## src/rtl/mod_n_event_div_if.sv

```systemverilog
// Signal bundle for mod_n_event_div: count controls and event input in, count state out.
// The master drives EN/CLR/X/DIV_N and observes Z/CNT/ZCNT; the slave is the divider itself.
interface mod_n_event_div_if #(
  parameter int CNT_W = 4
);
  // No valid/ready handshake: every signal is a level sampled on each rising
  // clock edge, so X must be synchronous to the divider clock.
  logic             EN;
  logic             CLR;
  logic             X;
  logic [CNT_W-1:0] DIV_N;
  logic             Z;
  logic [CNT_W-1:0] CNT;
  logic [7:0]       ZCNT;

  modport master (
    output EN, CLR, X, DIV_N,
    input  Z, CNT, ZCNT
  );

  modport slave (
    input  EN, CLR, X, DIV_N,
    output Z, CNT, ZCNT
  );
endinterface

```

## src/rtl/mod_n_event_div.sv

```systemverilog
// Modulo-N event divider: one-cycle Z pulse every MOD events, with saturating pulse counter.
// Define MOD_N_EDGE_DET_EN to count rising edges of X instead of cycles with X high.
module mod_n_event_div #(
  parameter int CNT_W = 4,
  parameter int DEF_N = 3
) (
  input  logic                 CLK_50M,
  input  logic                 RST_N,
  mod_n_event_div_if.slave     bus
);

  localparam logic [CNT_W-1:0] ONE     = CNT_W'(1);
  localparam logic [CNT_W-1:0] TWO     = CNT_W'(2);
  localparam logic [CNT_W-1:0] DEF_MOD = CNT_W'(DEF_N);
  localparam logic [7:0]       ZCNT_MAX = 8'hFF;

  logic [CNT_W-1:0] cnt_q;
  logic [CNT_W-1:0] mod_q;
  logic             z_q;
  logic [7:0]       zcnt_q;

  logic             x_qual;
  logic             ev;
  logic             last;
  logic [CNT_W-1:0] reload;

`ifdef MOD_N_EDGE_DET_EN
  logic x_d;

  // Tracks X on every edge regardless of EN/CLR so an edge is never missed or doubled.
  always_ff @(posedge CLK_50M) begin
    if (!RST_N) x_d <= 1'b0;
    else        x_d <= bus.X;
  end

  assign x_qual = bus.X && !x_d;
`else
  assign x_qual = bus.X;
`endif

  always_comb begin
    ev     = bus.EN && x_qual;
    last   = (cnt_q == (mod_q - ONE));
    // Moduli below 2 cannot produce a sane count sequence, so fall back to the power-up value.
    reload = (bus.DIV_N >= TWO) ? bus.DIV_N : DEF_MOD;
  end

  always_ff @(posedge CLK_50M) begin
    if (!RST_N) begin
      cnt_q  <= '0;
      mod_q  <= DEF_MOD;
      z_q    <= 1'b0;
      zcnt_q <= '0;
    end else if (bus.CLR) begin
      cnt_q  <= '0;
      mod_q  <= reload;
      z_q    <= 1'b0;
      zcnt_q <= '0;
    end else begin
      z_q <= ev && last;
      if (ev) begin
        if (last) begin
          cnt_q <= '0;
          mod_q <= reload;
          if (zcnt_q != ZCNT_MAX) zcnt_q <= zcnt_q + 8'd1;
        end else begin
          cnt_q <= cnt_q + ONE;
        end
      end
    end
  end

  assign bus.CNT  = cnt_q;
  assign bus.Z    = z_q;
  assign bus.ZCNT = zcnt_q;

endmodule
```

## src/flat_wrapper.sv

```systemverilog
// flat-port wrapper written by rule: the top's interface ports become plain ports
module mod_n_event_div_flat 
#(
  parameter int CNT_W = 4,
  parameter int DEF_N = 3
)
  (CLK_50M, RST_N, bus_EN, bus_CLR, bus_X, bus_DIV_N, bus_Z, bus_CNT, bus_ZCNT);
  mod_n_event_div_if #(.CNT_W(CNT_W)) bus_i ();
  input  logic CLK_50M;
  input  logic RST_N;
  input wire logic [$bits(bus_i.EN)-1:0] bus_EN;
  input wire logic [$bits(bus_i.CLR)-1:0] bus_CLR;
  input wire logic [$bits(bus_i.X)-1:0] bus_X;
  input wire logic [$bits(bus_i.DIV_N)-1:0] bus_DIV_N;
  output wire logic [$bits(bus_i.Z)-1:0] bus_Z;
  output wire logic [$bits(bus_i.CNT)-1:0] bus_CNT;
  output wire logic [$bits(bus_i.ZCNT)-1:0] bus_ZCNT;
  assign bus_i.EN = bus_EN;
  assign bus_i.CLR = bus_CLR;
  assign bus_i.X = bus_X;
  assign bus_i.DIV_N = bus_DIV_N;
  assign bus_Z = bus_i.Z;
  assign bus_CNT = bus_i.CNT;
  assign bus_ZCNT = bus_i.ZCNT;
  mod_n_event_div #(.CNT_W(CNT_W), .DEF_N(DEF_N)) u_core (.CLK_50M(CLK_50M), .RST_N(RST_N), .bus(bus_i));
endmodule
```

## config.mk

```make
export PLATFORM = sky130hd
export DESIGN_NAME = mod_n_event_div_flat
export DESIGN_NICKNAME = d
export VERILOG_FILES = /design/src/rtl/mod_n_event_div_if.sv /design/src/rtl/mod_n_event_div.sv /design/src/flat_wrapper.sv
export SDC_FILE = /design/constraint.sdc
export NUM_CORES = 1
export LEC_CHECK = 0
export ABC_AREA = 1
export CAP_MARGIN = 0
export CORE_ASPECT_RATIO = 0.7
export CORE_MARGIN = 2
export CORE_UTILIZATION = 49
export CTS_CLUSTER_SIZE = 40
export DETAILED_ROUTE_END_ITERATION = 8
export PLACE_DENSITY = 0.77
export SYNTH_ARGS = -nofsm -noshare
export SYNTH_HDL_FRONTEND = slang
export SYNTH_SLANG_ARGS = --single-unit
```

## constraint.sdc

```tcl
create_clock -name CLK_50M -period 2.05 [get_ports CLK_50M]
set_clock_uncertainty 0.05 [all_clocks]
set_input_delay 0.205 -clock CLK_50M [delete_from_list [all_inputs] [get_ports CLK_50M]]
set_output_delay 0.205 -clock CLK_50M [all_outputs]
set_load 0.1 [all_outputs]
```

* Yosys cells after proc, flatten, opt, wreduce, memory -nomap -nowiden
Index checks and enable logic that the tools add are counted.
** Cells by class
- Add/sub/neg operators :: 3
- Order comparisons :: 1
- Eq/ne operators :: 2
- Mux-type cells :: 5
- Bitwise operators :: 1
- Reductions and logical operators :: 7
** Operators with widths (count)
- 4-bit 2-to-1 mux :: 5
- 8-bit by 1-bit adder with 8-bit output, second input constant :: 1
- 8-bit != test, second input constant :: 1
- 4-bit by 1-bit adder with 4-bit output, second input constant :: 1
- 4-bit == test :: 1
- 4-bit by 2-bit >= comparator with 1-bit output, second input constant :: 1
- 2-bit nonzero test :: 2
- 4-bit by 1-bit subtractor with 4-bit output, second input constant :: 1
- 3-bit AND reduction :: 1
- 1-bit logical AND :: 2
- 2-bit AND reduction :: 1
- 2-bit OR reduction :: 1
- 1-bit NOT :: 1
** Word-level totals
- Flip-flop bits (word level) :: 17
- Input bits :: 9
- Output and inout port bits :: 13
- Word-level logic and storage cells :: 23

* Logic depth before layout (Yosys ltp)
Gate-level depths: netlist of run 1.
- Word-level depth :: 5
- Depth in mapped cells :: 12
- Gate-level depth less buffers :: 12

* Least setup slack after synthesis of run 1
OpenSTA, ideal clock, no wires.
- Kind :: register to register
- Start :: register u_core.zcnt_q[0] (netlist: u_core.bus.ZCNT[0])
- End :: register u_core.zcnt_q[6] (netlist: u_core.bus.ZCNT[6])
- Library setup time :: 71 ps
- Data arrival time :: 2097 ps
- Required time :: 1929 ps
- Setup slack :: -168 ps
- Stages on the path, launching flop included :: 8
- Path buffers :: 0
- Clock period less this slack :: 2218 ps
- Cells stage by stage :: dfxtp_1 ha_1 inv_1 nor2_4 nand4_4 nand3_4 nand2_1 a21oi_1
** On the way
- Word-level cells in the longest chain between the ends :: 2
- Elaborated cells between the ends (all ways) :: 3
- Classes of those cells :: add/sub: 1; eq/ne: 1; reduce/logical: 1
** Ends and longest elaborated chain
- from (decl) :: RTL line mod_n_event_div.sv:20 : logic [7:0] zcnt_q;
- from (signal assigned) :: RTL line mod_n_event_div.sv:65 : if (zcnt_q != ZCNT_MAX) zcnt_q <= zcnt_q + 8'd1;
- parallel branches: the longest is 2 deep, another holds 8-bit by 1-bit adder with 8-bit output
Several ways; the timed one is not identified.
A chain may end at the register's enable or synchronous reset.

* Worst setup path after layout of run 1
- Start :: register u_core.mod_q[0]
- End :: register u_core.zcnt_q[7] (netlist: u_core.bus.ZCNT[7])
** On the way
- Word-level cells in the longest chain between the ends :: 3
** Ends and longest elaborated chain
- from (decl) :: RTL line mod_n_event_div.sv:18 : logic [CNT_W-1:0] mod_q;
- from (signal assigned) :: RTL line mod_n_event_div.sv:56 : mod_q <= reload;
- from (signal assigned) :: RTL line mod_n_event_div.sv:64 : mod_q <= reload;
- 4-bit by 1-bit subtractor with 4-bit output :: RTL line mod_n_event_div.sv:43 : last = (cnt_q == (mod_q - ONE));
- 4-bit == test :: RTL line mod_n_event_div.sv:43
- 3-bit AND reduction (no source line)
No other way between the ends.

==> results of run 1 <==
cell type report:
class / count / area (um2)
clock buffer: 4 / 26.3
fill: 188 / 646
inverter: 23 / 86.3
multi-input combinational: 109 / 603
sequential: 17 / 345
tap: 22 / 27.5
timing repair buffer: 22 / 185
tightest hold or removal path, delay by kind of cell (launching register included):
kind,cells,cell delay [ns]
compound gates,1,0.06
simple gates,1,0.06
flops,1,0.35
through the flow:
stage | cells | area (um2)
floorplan | 149 | 1030
finish | 197 | 1270
detailed placement | 193 | 1250
CTS | 197 | 1270
global route | 197 | 1270
global placement | 193 | 1250
final timing paths:
path,to,start,depth (start not counted)
max,u_core.bus.ZCNT[7],u_core.mod_q[0],10
min,u_core.bus.ZCNT[1],u_core.bus.ZCNT[1],2
min reg2reg,u_core.bus.ZCNT[1],u_core.bus.ZCNT[1],2
max reg2reg,u_core.bus.ZCNT[7],u_core.mod_q[0],10
routing by layer:
layer / GRT usage / vias up / routed length, um
met1: 0.297 / 474 / 1200
li1: - / 534 / -
met4: 0.0318 / 0 / 12
met2: 0.318 / 27 / 1040
met5: 0 / - / 0
met3: 0.0586 / 2 / 118
registers in the layout, indices dropped and copies added (netlist names):
register / cells
u_core.bus.ZCNT: 8
u_core.bus.CNT: 4
u_core.bus.Z: 1
u_core.mod_q: 4
cells by family (layout without fill, tap and decap cells):
group / Yosys count / count (layout) / share of synthesized area
compound gates: 10 / 10 / 0.0486
xor+xnor: 5 / 5 / 0.0425
fa+ha+maj: 3 / 3 / 0.0365
buf+inv: 23 / 49 / 0.0838
flops: 17 / 17 / 0.331
simple gates: 91 / 91 / 0.458
layout by cell type (no fill, tap or decap):
cell / n
inv_1: 21
nand2_4: 2
nor3_1: 2
a21oi_1: 10
nand3_4: 1
nor2_4: 1
nor2_2: 1
nand3b_1: 1
clkbuf_4: 3
ha_1: 3
clkinv_1: 1
buf_4: 14
inv_2: 1
clkdlybuf4s50_1: 8
or2_0: 1
dfxtp_1: 13
nand3_2: 1
nand4_4: 1
clkbuf_1: 1
nor2_8: 1
dfxtp_2: 4
nor2_1: 15
nand2_1: 41
nand3_1: 12
xor2_1: 5
nand2_2: 2
nand4_1: 9
power by group:
part           internal, W  switching, W
clock            0.0000756      0.000104
sequential        0.000338    0.00000726
combinational    0.0000412     0.0000736
==> impl_metrics.json, run 1 <==
{
  "status": "complete, but fails checks",
  "violations": "DRC",
  "routedWlPerCell_um": 12.1,
  "die-area_mm2": 0.00249,
  "cp-start-kind": "register",
  "path_class": "register to register",
  "diodes": 0,
  "viasPerCell": 5.26,
  "grt_pass1_wl_mm": 4.05,
  "slowest_stage": "dfxtp_1",
  "critPathMaxFanout": 9,
  "ant_nets": 0,
  "postCtsHoldBufs": 0,
  "ir_drop_mv": 0.483,
  "synth_ff_type": "dfxtp_1",
  "utilization": 0.664,
  "path_delay_family": "simple AND/OR/NAND/NOR gates",
  "synthToLayoutAreaGrowth_pct": 23.7,
  "drv_slew": 0,
  "grt_max_degree": 10,
  "nNetsFinal": 188,
  "core-area_mm2": 0.00192,
  "cts_tree": "built",
  "insertion_delay_ns": 0.29,
  "synth_fp_nets": 161,
  "overflow": 0,
  "gr-usage-all-layers": 0.209,
  "ys_top_cells_by_area": "dfxtp_1, nand2_1, inv_1",
  "rows": 13,
  "grt_pass1_vias": 895,
  "drive_above_1_share": 0.183,
  "yosysMostFrequentCell": "nand2_1",
  "whs_ns": 0.456,
  "arrival_ns": 1.92,
  "portBuffers": 21,
  "synth_warnings": 0,
  "synth_cell_types": 22,
  "synth_top_cell_area_share": 0.330,
  "antenna_found_initial": 0,
  "cts_setup_buffers": 0,
  "fmax_ghz": 0.557,
  "vias": 1037,
  "netlist_instances": 149,
  "cts_max_path_buffers": 2,
  "timing.setup.tns_ns": 0,
  "crit_path_max_incr_delay_ns": 0.39,
  "power_per_cell_area_mw_per_mm2": 503,
  "first_pass_iters": 9,
  "cts.clk_slew.worst_paths_ns": 0.10,
  "grt_setup_unrepaired": "false",
  "drtIter0Drc": 32,
  "reg2reg_slack_ns": 0.26,
  "drc": 1,
  "max-cap-violations": 0,
  "slew_headroom": 0.814,
  "cts_sinks": 17,
  "worstMarginPinSlew_ns": 0.281,
  "min_path_type": "register to register",
  "worst-endpoint-required_ns": 2.17,
  "die_h_um": 42.4,
  "setup_viol": 0,
  "yosysSeqAreaShare": 0.330,
  "critPathBufInv": 2,
  "dp_slack_ns": 0.267,
  "fin_crit_ns": 1.79,
  "period_share": 0.876,
  "die_w_um": 58.8,
  "power.total_w": 0.000640,
  "setup_ws_ns": 0.255,
  "synth-edff-count": 0,
  "ctsHtreeMaxLevel": 1,
  "io_pins": 22,
  "routabilityCongestion": 0.828,
  "synth_area_leader_cell": "dfxtp_1",
  "cp-end-kind": "register",
  "async_reset_ff_frac": 0,
  "p_leak_nw": 0.637,
  "synth-seq-cells": 17,
  "clock-root-buffer": "clkbuf_4",
  "numCtsBuffers": 3,
  "cp_cell_sequence": "inv_1, ha_1, nand2_1, inv_1, nor2_2, nand3_2, nor2_8, nand3_4, nand2_1, a21oi_1",
  "ctsResizeCount": 0,
  "dp_hpwl_mm": 1.93,
  "yosys-top-cells-count": "nand2_1, inv_1, dfxtp_1",
  "initial_core_util": 0.537,
  "drt-total-wl_mm": 2.38,
  "avgSynthCellArea_um2": 6.91,
  "hold_viol": 0,
  "netlist_area_mm2": 0.00103
}
Power figures use the tool's default switching activity.
==> inputs of run 2 (changes only) <==
CORE_UTILIZATION = 44   (was 49)
PLACE_DENSITY = 0.73   (was 0.77)
REMOVE_ABC_BUFFERS = 1   (was not set)
clock period = 1.59 ns   (was 2.05 ns; I/O delays follow)
==> run 2 against run 1 <==
- worst hold slack worse by 0.042 ns
- register-to-register slack worse by 0.33 ns
- power is 41% higher
- sequential cell count stayed put
- the flow finishes with violations (setup timing)
- sequential power is 29% higher
- cell count is 14% higher
- sequential share of layout area is 6.2 points lower
- count of clock-buffer cells in the layout is 1 lower
- critical path type unchanged
==> impl_metrics.json, run 2 (synthesized netlist as in run 1, its figures left out) <==
{
  "status": "complete, but fails checks",
  "violations": "setup timing",
  "cts.clk_slew.worst_paths_ns": 0.11,
  "slew_headroom": 0.761,
  "use_met3": 0.0614,
  "setup_viol": 13,
  "routedWlPerCell_um": 13.1,
  "dp_hpwl_mm": 1.95,
  "grt_pass1_vias": 1057,
  "die_w_um": 61.8,
  "ant_nets": 0,
  "fin_crit_ns": 1.66,
  "use_met1": 0.331,
  "cp_cell_sequence": "inv_2, ha_4, nand2_2, inv_2, nor2_4, nand3_4, nor2_8, nand3_4, nand2_1, a21oi_2",
  "path_delay_family": "simple AND/OR/NAND/NOR gates",
  "worstMarginPinSlew_ns": 0.357,
  "drive_above_1_share": 0.318,
  "drv_slew": 0,
  "viasPerCell": 5.01,
  "worst-endpoint-required_ns": 1.75,
  "arrival_ns": 1.82,
  "p_leak_nw": 0.746,
  "grt_max_degree": 12,
  "power_per_cell_area_mw_per_mm2": 550,
  "numCtsBuffers": 3,
  "grt.busiest_layer": "met2",
  "core-area_mm2": 0.00219,
  "drtIter0Drc": 55,
  "grt_pass1_wl_mm": 4.87,
  "diodes": 0,
  "insertion_delay_ns": 0.31,
  "max-cap-violations": 0,
  "final_common_cell": "nand2_1",
  "path_class": "register to register",
  "overflow": 0,
  "hold_viol": 0,
  "dp.cells": 214,
  "first_pass_iters": 4,
  "grtUsageMet2": 0.379,
  "rows": 14,
  "antenna_found_initial": 0,
  "clock-root-buffer": "clkbuf_4",
  "grt_setup_unrepaired": "true",
  "gr-usage-all-layers": 0.244,
  "synthToLayoutAreaGrowth_pct": 58.9,
  "io_pins": 22,
  "cts_sinks": 17,
  "period_share": 1.04,
  "power.total_w": 0.000901,
  "fmax_ghz": 0.602,
  "initial_core_util": 0.470,
  "finalInstanceArea_mm2": 0.00164,
  "setup_ws_ns": -0.0714,
  "cp-end-kind": "register",
  "fin_cells": 224,
  "crit_path_max_incr_delay_ns": 0.36,
  "reg2reg_slack_ns": -0.07,
  "min_path_type": "primary input to register",
  "drt-total-wl_mm": 2.93,
  "drc": 0,
  "critPathBufInv": 2,
  "fillCellCount": 164,
  "whs_ns": 0.414,
  "ir_drop_mv": 0.513,
  "die-area_mm2": 0.00275,
  "mostFrequentLayoutCells": "nand2_1, inv_1, nor2_1, dfxtp_1, buf_4",
  "vias": 1122,
  "largest_register_ff_count": 8,
  "ctsHtreeMaxLevel": 1,
  "cp-start-kind": "register",
  "portBuffers": 21,
  "dpl_cell_area_mm2": 0.00150,
  "routabilityCongestion": 0.787,
  "slowest_stage": "dfxtp_2",
  "postCtsHoldBufs": 0,
  "nNetsFinal": 205,
  "critPathMaxFanout": 7,
  "cts_max_path_buffers": 2,
  "utilization": 0.747,
  "die_h_um": 44.5,
  "cts_tree": "built"
}
## run 2: timing repair
action / CTS / global route
pin swaps: 14 / 11
cloned: 3 / 0
setup endpoints to repair: 16 / 17
resized for setup: 15 / 4
setup buffers: 1 / 2
## run 2: cell type report
| type | instances | area (um2) | share of cell area |
|---|---|---|---|
| multi-input cells | 112 | 683 | 0.417 |
| clock inverters | 1 | 5.00 | 0.00306 |
| repair buffers | 36 | 457 | 0.279 |
| well taps | 32 | 40.0 | 0.0245 |
| flip-flops and latches | 17 | 343 | 0.209 |
| clock buffers | 3 | 22.5 | 0.0138 |
| inverters | 23 | 86.3 | 0.0528 |
## run 2: path summary, 6_finish.rpt
path | startpoint | end | depth (start not counted)
worst min register to register | u_core.mod_q[1] | u_core.mod_q[1] | 2
worst max-delay path | u_core.mod_q[0] | u_core.bus.ZCNT[7] | 10
worst max register to register | u_core.mod_q[0] | u_core.bus.ZCNT[7] | 10
worst min-delay path | bus_DIV_N[3] | u_core.mod_q[3] | 3
## run 2: worst min-delay path: stages
cell             delay (ns)
clkdlybuf4s50_1        0.42
a21oi_1                0.12
nor2_1                 0.05
## run 2: where the power goes
part	total, W	switching (W)	internal (W)	leakage [nW]
clock network	0.000247	0.000153	0.0000941	0.0177
registers	0.000445	0.00000764	0.000437	0.138
logic	0.000209	0.000122	0.0000868	0.590
total	0.000901	0.000283	0.000618	0.746
## run 2: routing by layer
metal  vias up  share of wire
li1        570              -
met1       502           0.45
met4         0          0.016
met5         -              0
met3         7          0.066
met2        43           0.47
## run 2: through the flow
stage	TNS, ns	setup slack [ns]
after global placement	-0.271	-0.0513
final	-0.494	-0.0714
after global routing	-1.66	-0.141
after detailed placement	-1.24	-0.102
after CTS	-0.146	-0.0495
after floorplan	-8.44	-0.628
